## src/rtl/ddr_arb_pkg.sv

```systemverilog
// rtl/ddr_arb_pkg.sv - shared types and helpers for the DDR user-port arbiter
//
// Purpose: FSM state encoding, default widths and the round-robin pick
//          function used by rr_priority_picker.
// Contents: ADDR_W_DEF, DATA_W_DEF, MAX_PORTS, state_t, rr_pick().
package ddr_arb_pkg;

  localparam int ADDR_W_DEF = 26;
  localparam int DATA_W_DEF = 32;
  localparam int MAX_PORTS  = 4;

  typedef enum logic [1:0] {
    ST_IDLE    = 2'd0,
    ST_BUSY    = 2'd1,
    ST_RELEASE = 2'd2
  } state_t;

  // First set bit of req at or after ptr, wrapping modulo n (n <= MAX_PORTS).
  // Returns 0 when req is empty; callers qualify with |req.
  function automatic logic [1:0] rr_pick(input logic [MAX_PORTS-1:0] req,
                                         input logic [1:0] ptr,
                                         input int n);
    logic [1:0] win;
    logic       found;
    int         idx;
    win   = '0;
    found = 1'b0;
    for (int k = 0; k < MAX_PORTS; k++) begin
      idx = (int'(ptr) + k) % n;
      if (k < n && !found && req[idx[1:0]]) begin
        win   = idx[1:0];
        found = 1'b1;
      end
    end
    return win;
  endfunction

endpackage

```

## src/rtl/rr_priority_picker.sv

```systemverilog
// rtl/rr_priority_picker.sv - combinational round-robin winner selection
//
// Purpose: turns a request vector and a round-robin pointer into a one-hot
//          grant and a winner index.
// Build option: DDR_ARB_FIXED_PRIORITY_EN gives port 0 absolute priority,
//          remaining ports round-robin among themselves.
// Ports:
//   req   in  NUM_PORTS  request levels
//   ptr   in  2          round-robin start position
//   grant out NUM_PORTS  one-hot winner (zero when req is empty)
//   idx   out 2          winner index
//   any   out 1          at least one request present
module rr_priority_picker #(
  parameter int NUM_PORTS = 2
) (
  input  logic [NUM_PORTS-1:0] req,
  input  logic [1:0]           ptr,
  output logic [NUM_PORTS-1:0] grant,
  output logic [1:0]           idx,
  output logic                 any
);
  import ddr_arb_pkg::*;

  logic [MAX_PORTS-1:0] req4;

  always_comb begin
    req4                = '0;
    req4[NUM_PORTS-1:0] = req;
    any                 = |req;
`ifdef DDR_ARB_FIXED_PRIORITY_EN
    // Port 0 masked out of the rotation so the pointer only cycles the others.
    if (req[0]) idx = 2'd0;
    else        idx = rr_pick(req4 & 4'b1110, ptr, NUM_PORTS);
`else
    idx = rr_pick(req4, ptr, NUM_PORTS);
`endif
    grant = '0;
    for (int i = 0; i < NUM_PORTS; i++) begin
      grant[i] = any && (idx == 2'(i));
    end
  end

endmodule

```

## src/rtl/ddr_user_port_arbiter.sv

```systemverilog
// rtl/ddr_user_port_arbiter.sv - round-robin sharing of the DDR controller user port
//
// Purpose: arbitrates NUM_PORTS requesters onto the single controller user
//          port, one transaction in flight, and routes ACK/read data back
//          to the winner only.
// Build option: DDR_ARB_FIXED_PRIORITY_EN (port 0 absolute priority).
// Ports:
//   CLK, RST (sync, active-high)
//   REQ/WE/WE_ARRAY/ADDRESS/DATAIN  per-port requests, packed by port index
//   ACK/DATAOUT                     completion pulse and read data to clients
//   MEM_REQ/MEM_WE/MEM_WE_ARRAY/MEM_ADDRESS/MEM_DATAIN  registered controller request
//   MEM_ACK/MEM_DATAOUT             controller completion and read data
//   GRANT                           one-hot current owner, zero when idle
module ddr_user_port_arbiter #(
  parameter int NUM_PORTS = 2,
  parameter int ADDR_W    = ddr_arb_pkg::ADDR_W_DEF,
  parameter int DATA_W    = ddr_arb_pkg::DATA_W_DEF
) (
  input  logic                        CLK,
  input  logic                        RST,
  input  logic [NUM_PORTS-1:0]        REQ,
  input  logic [NUM_PORTS-1:0]        WE,
  input  logic [4*NUM_PORTS-1:0]      WE_ARRAY,
  input  logic [ADDR_W*NUM_PORTS-1:0] ADDRESS,
  input  logic [DATA_W*NUM_PORTS-1:0] DATAIN,
  output logic [NUM_PORTS-1:0]        ACK,
  output logic [DATA_W-1:0]           DATAOUT,
  output logic                        MEM_REQ,
  output logic                        MEM_WE,
  output logic [3:0]                  MEM_WE_ARRAY,
  output logic [ADDR_W-1:0]           MEM_ADDRESS,
  output logic [DATA_W-1:0]           MEM_DATAIN,
  input  logic                        MEM_ACK,
  input  logic [DATA_W-1:0]           MEM_DATAOUT,
  output logic [NUM_PORTS-1:0]        GRANT
);
  import ddr_arb_pkg::*;

  state_t               state, state_n;
  logic [1:0]           rr_ptr, winner, ptr_next;
  logic [NUM_PORTS-1:0] pick_grant;
  logic [1:0]           pick_idx;
  logic                 pick_any;
  logic                 load, done;
  logic                 sel_we;
  logic [3:0]           sel_be;
  logic [ADDR_W-1:0]    sel_addr;
  logic [DATA_W-1:0]    sel_data;

  rr_priority_picker #(.NUM_PORTS(NUM_PORTS)) u_picker (
    .req   (REQ),
    .ptr   (rr_ptr),
    .grant (pick_grant),
    .idx   (pick_idx),
    .any   (pick_any)
  );

  // Slice the winning port's fields out of the packed request buses.
  always_comb begin
    sel_we   = 1'b0;
    sel_be   = '0;
    sel_addr = '0;
    sel_data = '0;
    for (int i = 0; i < NUM_PORTS; i++) begin
      if (pick_idx == 2'(i)) begin
        sel_we   = WE[i];
        sel_be   = WE_ARRAY[4*i +: 4];
        sel_addr = ADDRESS[ADDR_W*i +: ADDR_W];
        sel_data = DATAIN[DATA_W*i +: DATA_W];
      end
    end
  end

  always_ff @(posedge CLK) begin
    if (RST) state <= ST_IDLE;
    else     state <= state_n;
  end

  // MEM_ACK outside BUSY falls through every branch and is dropped.
  always_comb begin
    state_n = state;
    load    = 1'b0;
    done    = 1'b0;
    case (state)
      ST_IDLE: begin
        if (pick_any) begin
          load    = 1'b1;
          state_n = ST_BUSY;
        end
      end
      ST_BUSY: begin
        if (MEM_ACK) begin
          done    = 1'b1;
          state_n = ST_RELEASE;
        end
      end
      ST_RELEASE: state_n = ST_IDLE;
      default:    state_n = ST_IDLE;
    endcase
  end

  assign ptr_next = (winner == 2'(NUM_PORTS-1)) ? 2'd0 : winner + 2'd1;

  always_ff @(posedge CLK) begin
    if (RST) begin
      ACK          <= '0;
      DATAOUT      <= '0;
      MEM_REQ      <= 1'b0;
      MEM_WE       <= 1'b0;
      MEM_WE_ARRAY <= '0;
      MEM_ADDRESS  <= '0;
      MEM_DATAIN   <= '0;
      GRANT        <= '0;
      winner       <= '0;
      rr_ptr       <= '0;
    end else begin
      ACK <= '0;
      if (load) begin
        MEM_REQ      <= 1'b1;
        MEM_WE       <= sel_we;
        MEM_WE_ARRAY <= sel_be;
        MEM_ADDRESS  <= sel_addr;
        MEM_DATAIN   <= sel_data;
        GRANT        <= pick_grant;
        winner       <= pick_idx;
      end
      if (done) begin
        MEM_REQ <= 1'b0;
        ACK     <= GRANT;
        DATAOUT <= MEM_DATAOUT;
`ifdef DDR_ARB_FIXED_PRIORITY_EN
        if (winner != 2'd0) rr_ptr <= ptr_next;
`else
        rr_ptr <= ptr_next;
`endif
      end
      if (state == ST_RELEASE) GRANT <= '0;
    end
  end

endmodule

```

## config.mk

```make
export PLATFORM = sky130hd
export DESIGN_NAME = ddr_user_port_arbiter
export DESIGN_NICKNAME = d
export VERILOG_FILES = /design/src/rtl/ddr_arb_pkg.sv /design/src/rtl/rr_priority_picker.sv /design/src/rtl/ddr_user_port_arbiter.sv
export SDC_FILE = /design/constraint.sdc
export NUM_CORES = 1
export LEC_CHECK = 0
export CAP_MARGIN = 30
export CORE_UTILIZATION = 40
export CTS_BUF_LIST = sky130_fd_sc_hd__clkbuf_8 sky130_fd_sc_hd__clkbuf_16
export DETAILED_ROUTE_END_ITERATION = 10
export PLACE_DENSITY = 0.91
export SYNTH_ARGS = -nofsm -noshare
export SYNTH_HDL_FRONTEND = slang
export SYNTH_SLANG_ARGS = --single-unit
```

## constraint.sdc

```tcl
create_clock -name CLK -period 2.58 [get_ports CLK]
set_input_delay 0.387 -clock CLK [delete_from_list [all_inputs] [get_ports CLK]]
set_output_delay 0.387 -clock CLK [all_outputs]
set_load 0.1 [all_outputs]
```

# After elaboration in Yosys (flattened, before gate mapping)
# Cells that the tools add are included.
[word_totals]
ff_bits = 105
inputBits = 163
output_inout_bits = 100
word_cells = 57
[classes]
n_addsub = 2
magnitude_cmp = 2
n_eq_ne = 6
mux = 23
n_bitwise = 2
reduce_logical = 11
[ops]
columns = ["operator", "n"]
rows = [
  ["$mux 32", 2],
  ["$mux 26", 2],
  ["$mux 1", 12],
  ["$mux 4", 2],
  ["$reduce_or 2->1", 4],
  ["$eq 2x1->1 const B", 3],
  ["$mux 2", 3],
  ["$logic_not 2->1", 2],
  ["$ne 2x2->1 const B", 2],
  ["$pmux 2 s2", 1],
  ["$logic_and 1x1->1", 3],
  ["$lt 1x3->1 const B", 1],
  ["$lt 2x3->1 const B", 1],
  ["$add 1x1->1 const B", 2],
  ["$bmux 1 s2", 1],
  ["$eq 2x2->1 const B", 1],
  ["$reduce_and 2->1", 1],
  ["$and 1x1->1 const A", 1],
  ["$logic_not 1->1", 1],
  ["$not 1->1", 1],
]

# Longest topological paths before layout
# Gate-level depths: netlist of run 1.
[depth]
depth_word = 9
mapped_depth = 6
ltp_nobuf = 3

# Hierarchy
# A second synthesis of run 1 with hierarchy kept.
[hier_totals]
cells_unflattened = 329
area_unflattened_um2 = 4096.4
[modules_own_cells]
columns = ["mod", "n_inst", "cells_each", "area_each_um2", "seq_area_each_um2"]
rows = [
  ["ddr_user_port_arbiter", 1, 322, 4052.6, 2122.0],
  ["rr_priority_picker", 1, 7, 43.8, 0.0],
]

# Least setup slack after synthesis of run 1
# Ideal clock, no wire load.
[synth_timing]
path_kind = "reg2reg"
startpoint = "register GRANT[1] (netlist name)"
endpoint = "register GRANT[1]"
setup_ns = 0.095
t_arrival_ns = 1.370
t_required_ns = 2.485
path_slack_ns = 1.115
path_stages_with_launch = 3
n_path_buf = 0
period_less_slack_ns = 1.465
path_cell_list = "dfxtp_1 > o21ai_0 > a221oi_1"
[synth_rtl]
columns = ["element", "line_no", "text"]
rows = [
  ["to (signal assigned)", "ddr_user_port_arbiter.sv:124", "GRANT <= pick_grant;"],
  ["to (decl)", "ddr_user_port_arbiter.sv:35", "output logic [NUM_PORTS-1:0] GRANT"],
]

# Final worst setup path of run 1
[layout_timing]
startpoint = "input REQ[0]"
endpoint = "register MEM_ADDRESS[17]"
[layout_via]
elab_chain_len = 9
elab_cells_between_ends = 16
cone_classes = "eq/ne (1); mux (11); reduce/logical (4)"
[layout_rtl]
columns = ["element", "line_no", "text"]
rows = [
  ["from (decl)", "ddr_user_port_arbiter.sv:21", "input logic [NUM_PORTS-1:0] REQ,"],
  ["$mux 1 (implied by the code) (2 in a row)", "ddr_arb_pkg.sv:30", "if (k < n && !found && req[idx[1:0]]) begin"],
  ["$mux 1", "ddr_arb_pkg.sv:30", ""],
  ["$logic_not 1->1", "ddr_arb_pkg.sv:30", ""],
  ["$logic_and 1x1->1", "ddr_arb_pkg.sv:30", ""],
  ["$mux 2", "ddr_arb_pkg.sv:30", ""],
  ["$logic_not 2->1", "ddr_user_port_arbiter.sv:65", "if (pick_idx == 2'(i)) begin"],
  ["$mux 26 (2 in a row)", "ddr_user_port_arbiter.sv:65", ""],
  ["to (signal assigned)", "ddr_user_port_arbiter.sv:122", "MEM_ADDRESS <= sel_addr;"],
  ["to (decl)", "ddr_user_port_arbiter.sv:31", "output logic [ADDR_W-1:0] MEM_ADDRESS,"],
]
# Several ways; a longest one is shown, not always the timed one. The select of a mux whose other input is x is not followed.
# A chain may end at the register's enable or synchronous reset.

==> results of run 1 <==
## registers in the layout, indices dropped and copies added (netlist names)
name and flops:
DATAOUT 32, MEM_DATAIN 32, MEM_ADDRESS 26, MEM_WE_ARRAY 4, ACK 2, GRANT 2
state 2, MEM_REQ 1, MEM_WE 1, rr_ptr 1, winner 1
## worst paths after layout
check                                from               to  slack [ns]  depth (start not counted)
worst max-delay path               REQ[0]  MEM_ADDRESS[17]        0.85                          5
worst min register to register  winner[0]        winner[0]        0.49                          2
worst max register to register   state[1]      DATAOUT[20]        0.85                          4
worst min-delay path                  RST         state[0]        0.35                          3
## layout make-up
type	count	share of cell area
inverter	3	0.00162
sequential	104	0.299
clock inverter	7	0.0131
timing repair buffer	276	0.364
tap	136	0.0244
clock buffer	9	0.0178
multi-input combinational	309	0.280
## routing by layer
| metal | vias to the layer above | global-route usage | wire length, um |
|---|---|---|---|
| met1 | 2341 | 0.304 | 5890 |
| met2 | 336 | 0.490 | 8250 |
| li1 | 2299 | - | - |
| met3 | 30 | 0.0546 | 1520 |
| met5 | - | 0 | 0 |
| met4 | 0 | 0.0784 | 286 |
## logic make-up after synthesis
kind of cell | synth area share
AO/OA/AOI/OAI | 0.352
flip-flops | 0.481
AND/OR/NAND/NOR | 0.0950
buffers and inverters | 0.0722
## report_power, final
part / total, mW / leakage, nW / internal, mW / switching, mW
Sequential: 1.85 / 0.858 / 1.76 / 0.0941
Clock: 1.06 / 0.108 / 0.400 / 0.661
Combinational: 2.07 / 1.74 / 0.583 / 1.48
Total: 4.98 / 2.71 / 2.74 / 2.24
## metrics by stage
stage | power, mW | setup slack, ns
after global placement | 3.90 | 0.423
final | 4.98 | 0.847
after floorplan | 3.33 | 1.11
after global routing | 5.17 | 0.762
after CTS | 5.00 | 0.857
after detailed placement | 3.94 | 0.477
## critical path, stage by stage
cell and delay, ns:
clkdlybuf4s50_1 0.53, or2_2 0.38, buf_4 0.28, a21oi_1 0.09, a311oi_1 0.32
## cells in the mapped netlist
| cell type | number | share of area |
|---|---|---|
| buf_4 | 9 | 0.016 |
| a311oi_1 | 63 | 0.13 |
| o21ai_1 | 11 | 0.013 |
| a22o_1 | 32 | 0.065 |
| a21o_1 | 1 | 0.0017 |
| o221a_2 | 1 | 0.0026 |
| or2_2 | 1 | 0.0014 |
| nand3b_1 | 1 | 0.0017 |
| buf_2 | 23 | 0.027 |
| and2_1 | 3 | 0.0043 |
| a21oi_1 | 65 | 0.075 |
| dfxtp_1 | 104 | 0.48 |
| nor2_2 | 1 | 0.0014 |
| nor2_4 | 1 | 0.0026 |
| nand2b_1 | 1 | 0.0014 |
| inv_1 | 3 | 0.0026 |
| o21ai_0 | 54 | 0.062 |
| or2_1 | 1 | 0.0014 |
| nor2_1 | 2 | 0.0017 |
| nor2b_1 | 1 | 0.0014 |
| nor3_1 | 2 | 0.0023 |
| nand3_1 | 65 | 0.075 |
| clkbuf_1 | 29 | 0.025 |
| a221oi_1 | 1 | 0.0020 |
| clkbuf_2 | 2 | 0.0023 |
| o21a_1 | 2 | 0.0035 |
==> flow_summary.json, run 1 <==
{
  "status": "completed",
  "cts_max_path_buffers": 2,
  "regArea_um2": 2080,
  "first_pass_iters": 6,
  "dpl_cell_area_um2": 6760,
  "ys_types": 26,
  "die_area_um2": 11200,
  "antenna_found_initial": 0,
  "maxCapViolCount": 0,
  "fin_util": 0.669,
  "dieWidth_um": 106,
  "drive_above_1_share": 0.196,
  "finalSetupTns_ns": 0,
  "drtIter0Drc": 506,
  "crit_type": "in -> reg",
  "period_needed_ns": 1.73,
  "grt_pass1_wl_mm": 23.9,
  "area_delta_synth_final_pct": 60.9,
  "finalHoldViolations": 0,
  "rows": 37,
  "grt.overflow.total": 0,
  "vdd_drop_max_uv": 376,
  "cts_buffers": 9,
  "cp-start-kind": "input port",
  "cts.sinks": 104,
  "ys_ff_latch": 104,
  "clk_pin_slew_ns": 0.11,
  "p_leak_nw": 2.71,
  "netlist_instances": 479,
  "viasPerCell": 5.93,
  "dr_total_vias": 5006,
  "setup_viol": 0,
  "io_pins": 263,
  "cts-resized-gates": 0,
  "seq_area_frac_synth": 0.481,
  "n_antenna_cell": 0,
  "grtUsageTotal": 0.264,
  "io_buffers": 262,
  "final_cell_mix": "clkdlybuf4s50_1, buf_4, dfxtp_1",
  "chipHeight_um": 106,
  "path_max_fanout": 16,
  "holdWs_ns": 0.346,
  "cts_tree": "yes",
  "nets": 866,
  "place_hpwl_mm": 11.0,
  "skew_ns": 0.0168,
  "arrival_ns": 2.00,
  "cp-end-kind": "flop",
  "start_util": 0.416,
  "max_freq_ghz": 0.577,
  "rsz0062_at_grt": "false",
  "postCtsSetupRepairBufs": 0,
  "remaining_drc_errors": 0,
  "p_per_area_nw_per_um2": 714,
  "stdcell_count": 844,
  "grt_pass1_vias": 4574,
  "core_area_um2": 10400,
  "cts_root_buf": "clkbuf_8",
  "syn_area_um2": 4330,
  "slew-limit-headroom": 0.526,
  "min_path_type": "in -> reg",
  "routedWlPerCell_um": 18.9,
  "nFillCells": 831,
  "synth_fp_nets": 642,
  "ant_nets": 0,
  "tightestPinTransition_ns": 0.710,
  "holdBufCountCts": 0,
  "numPlacedInstances": 828,
  "final_area_um2": 6970,
  "grt_max_degree": 67,
  "finalCritPeriodShare": 0.672,
  "multi_input_area_um2": 1950,
  "htreeDepth": 3,
  "required_ns": 2.84,
  "layout_commonest_cell": "clkdlybuf4s50_1",
  "place_congestion": 0.810,
  "yosys_warnings": 0,
  "worstSkewPairLatency_ns": 0.36,
  "routed_wl_mm": 15.9,
  "finalMaxSlewViolations": 0,
  "syn_area_per_cell_um2": 9.04
}
Power figures use the tool's default switching activity.
==> run 2: changes to the inputs <==
--- a/config.mk
+++ b/config.mk
@@ -6,10 +6,10 @@
 export NUM_CORES = 1
 export LEC_CHECK = 0
 export CAP_MARGIN = 30
-export CORE_UTILIZATION = 40
+export CORE_UTILIZATION = 34
 export CTS_BUF_LIST = sky130_fd_sc_hd__clkbuf_8 sky130_fd_sc_hd__clkbuf_16
 export DETAILED_ROUTE_END_ITERATION = 10
-export PLACE_DENSITY = 0.91
+export PLACE_DENSITY = 0.83
 export SYNTH_ARGS = -nofsm -noshare
 export SYNTH_HDL_FRONTEND = slang
 export SYNTH_SLANG_ARGS = --single-unit
==> constraint.sdc (replaced) <==
create_clock -name CLK -period 1.5 [get_ports CLK]
set_input_delay 0.225 -clock CLK [delete_from_list [all_inputs] [get_ports CLK]]
set_output_delay 0.225 -clock CLK [all_outputs]
set_load 0.1 [all_outputs]
==> flow_summary.json, run 2 (synthesis results as in run 1) <==
{
  "status": "completed",
  "maxCapViolCount": 0,
  "drive_above_1_share": 0.207,
  "slew-limit-headroom": 0.749,
  "first_pass_iters": 5,
  "hold_path_end": "state[1]",
  "core_area_um2": 12200,
  "critPathTopFamily": "buffers and inverters",
  "clk_pin_slew_ns": 0.07,
  "holdPathStages": 2,
  "final_cell_mix": "clkdlybuf4s50_1, buf_12, dfxtp_1",
  "power.total_mw": 9.76,
  "drtIter0Drc": 347,
  "cts_root_buf": "clkbuf_16",
  "routed_wl_mm": 17.3,
  "arrival_ns": 1.69,
  "worstPathCellList": "clkdlybuf4s50_1 > nor2b_4 > buf_4 > buf_12 > o21ai_0 > a311oi_1",
  "n_antenna_cell": 0,
  "top_regs": "DATAOUT (32), MEM_DATAIN (32), MEM_ADDRESS (26)",
  "nets": 879,
  "place_hpwl_mm": 12.1,
  "skew_ns": 0.00498,
  "period_needed_ns": 1.44,
  "ant_nets": 0,
  "r2r-start": "state[1]",
  "grt_pass1_wl_mm": 25.9,
  "finalHoldViolations": 0,
  "die_area_um2": 13200,
  "max_freq_ghz": 0.692,
  "cts_tree": "yes",
  "vdd_drop_max_uv": 664,
  "chipHeight_um": 115,
  "required_ns": 1.75,
  "grtUsageMet3": 0.0838,
  "critPathMaxStageDelay_ns": 0.53,
  "min_path_type": "in -> reg",
  "cts_max_path_buffers": 2,
  "reg2reg_slack_ns": 0.07,
  "io_pins": 263,
  "holdWs_ns": 0.106,
  "cp_num_buf_inv": 3,
  "ff2ff_path_depth": 4,
  "area_delta_synth_final_pct": 97.2,
  "p_leak_nw": 3.18,
  "dieWidth_um": 115,
  "grtUsageTotal": 0.252,
  "place_congestion": 0.824,
  "cp-end-kind": "flop",
  "grt_pass1_vias": 5043,
  "worstSkewPairLatency_ns": 0.35,
  "finalMaxSlewViolations": 0,
  "r2r_end": "MEM_DATAIN[1]",
  "rsz0062_at_grt": "false",
  "setup_viol": 0,
  "grt.overflow.total": 0,
  "use_met1": 0.263,
  "antenna_found_initial": 0,
  "cts_buffers": 9,
  "layout_commonest_cell": "clkdlybuf4s50_1",
  "path_max_fanout": 24,
  "hold_start": "RST",
  "slowest_stage": "clkdlybuf4s50_1",
  "dr_total_vias": 5062,
  "finalCritPeriodShare": 0.963,
  "routedWlPerCell_um": 19.5,
  "io_buffers": 262,
  "viasPerCell": 5.71,
  "cp-startpoint": "REQ[0]",
  "rows": 40,
  "crit_type": "in -> reg",
  "htreeDepth": 3,
  "start_util": 0.355,
  "tightestPinTransition_ns": 0.377,
  "grtUsageMet2": 0.457,
  "p_per_area_nw_per_um2": 1140,
  "grt_max_degree": 52,
  "cts.sinks": 104,
  "busiest_layer": "met2",
  "remaining_drc_errors": 0,
  "cp-start-kind": "input port"
}
run 2: power breakdown:
part	internal, mW	leakage [nW]	switching [mW]
logic	1.71	2.19	2.61
clock network	1.15	0.137	0.985
registers	3.02	0.858	0.293
run 2: worst max path at each step:
| stage | end | cells past startpoint | slack (ns) |
|---|---|---|---|
| floorplan | GRANT[1] | 2 | 0.03 |
| global placement | MEM_ADDRESS[19] | 5 | -0.12 |
| detailed placement | MEM_DATAIN[17] | 5 | -0.29 |
| CTS | MEM_DATAIN[17] | 5 | 0.07 |
| global route | MEM_ADDRESS[7] | 6 | 0.007 |
| finish | MEM_ADDRESS[7] | 6 | 0.06 |
run 2: routing by layer:
metal  vias to the layer above  wire (um)
li1                       2324          -
met1                      2399       6300
met2                       300       8890
met3                        39       1590
met4                         0        494
met5                         -          0
run 2: cell type report:
| cell class | instances | area [um^2] |
|---|---|---|
| Sequential cell | 104 | 2080 |
| Timing Repair Buffer | 289 | 4010 |
| Clock buffer | 10 | 239 |
| Clock inverter | 4 | 25.0 |
| Tap cell | 168 | 210 |
| Fill cell | 835 | 3670 |
| Multi-Input combinational cell | 309 | 1960 |
| Inverter | 3 | 11.3 |
run 2: repair_timing:
| action | in CTS | in global routing |
|---|---|---|
| resized for setup | 0 | 1 |
| endpoints found under the setup margin | 0 | 1 |
| setup buffers | 0 | 2 |
| hold buffers | 0 | 0 |
run 2: through the flow:
step,TNS (ns),utilization,setup slack [ns],cell area [um^2],std cells
floorplan,0,-,0.0345,4330,479
global placement,-6.79,0.672,-0.116,8210,869
detailed placement,-13.35,0.672,-0.292,8210,869
CTS,0,0.694,0.0746,8470,883
global route,0,0.699,0.00731,8540,887
finish,0,0.699,0.0552,8540,887
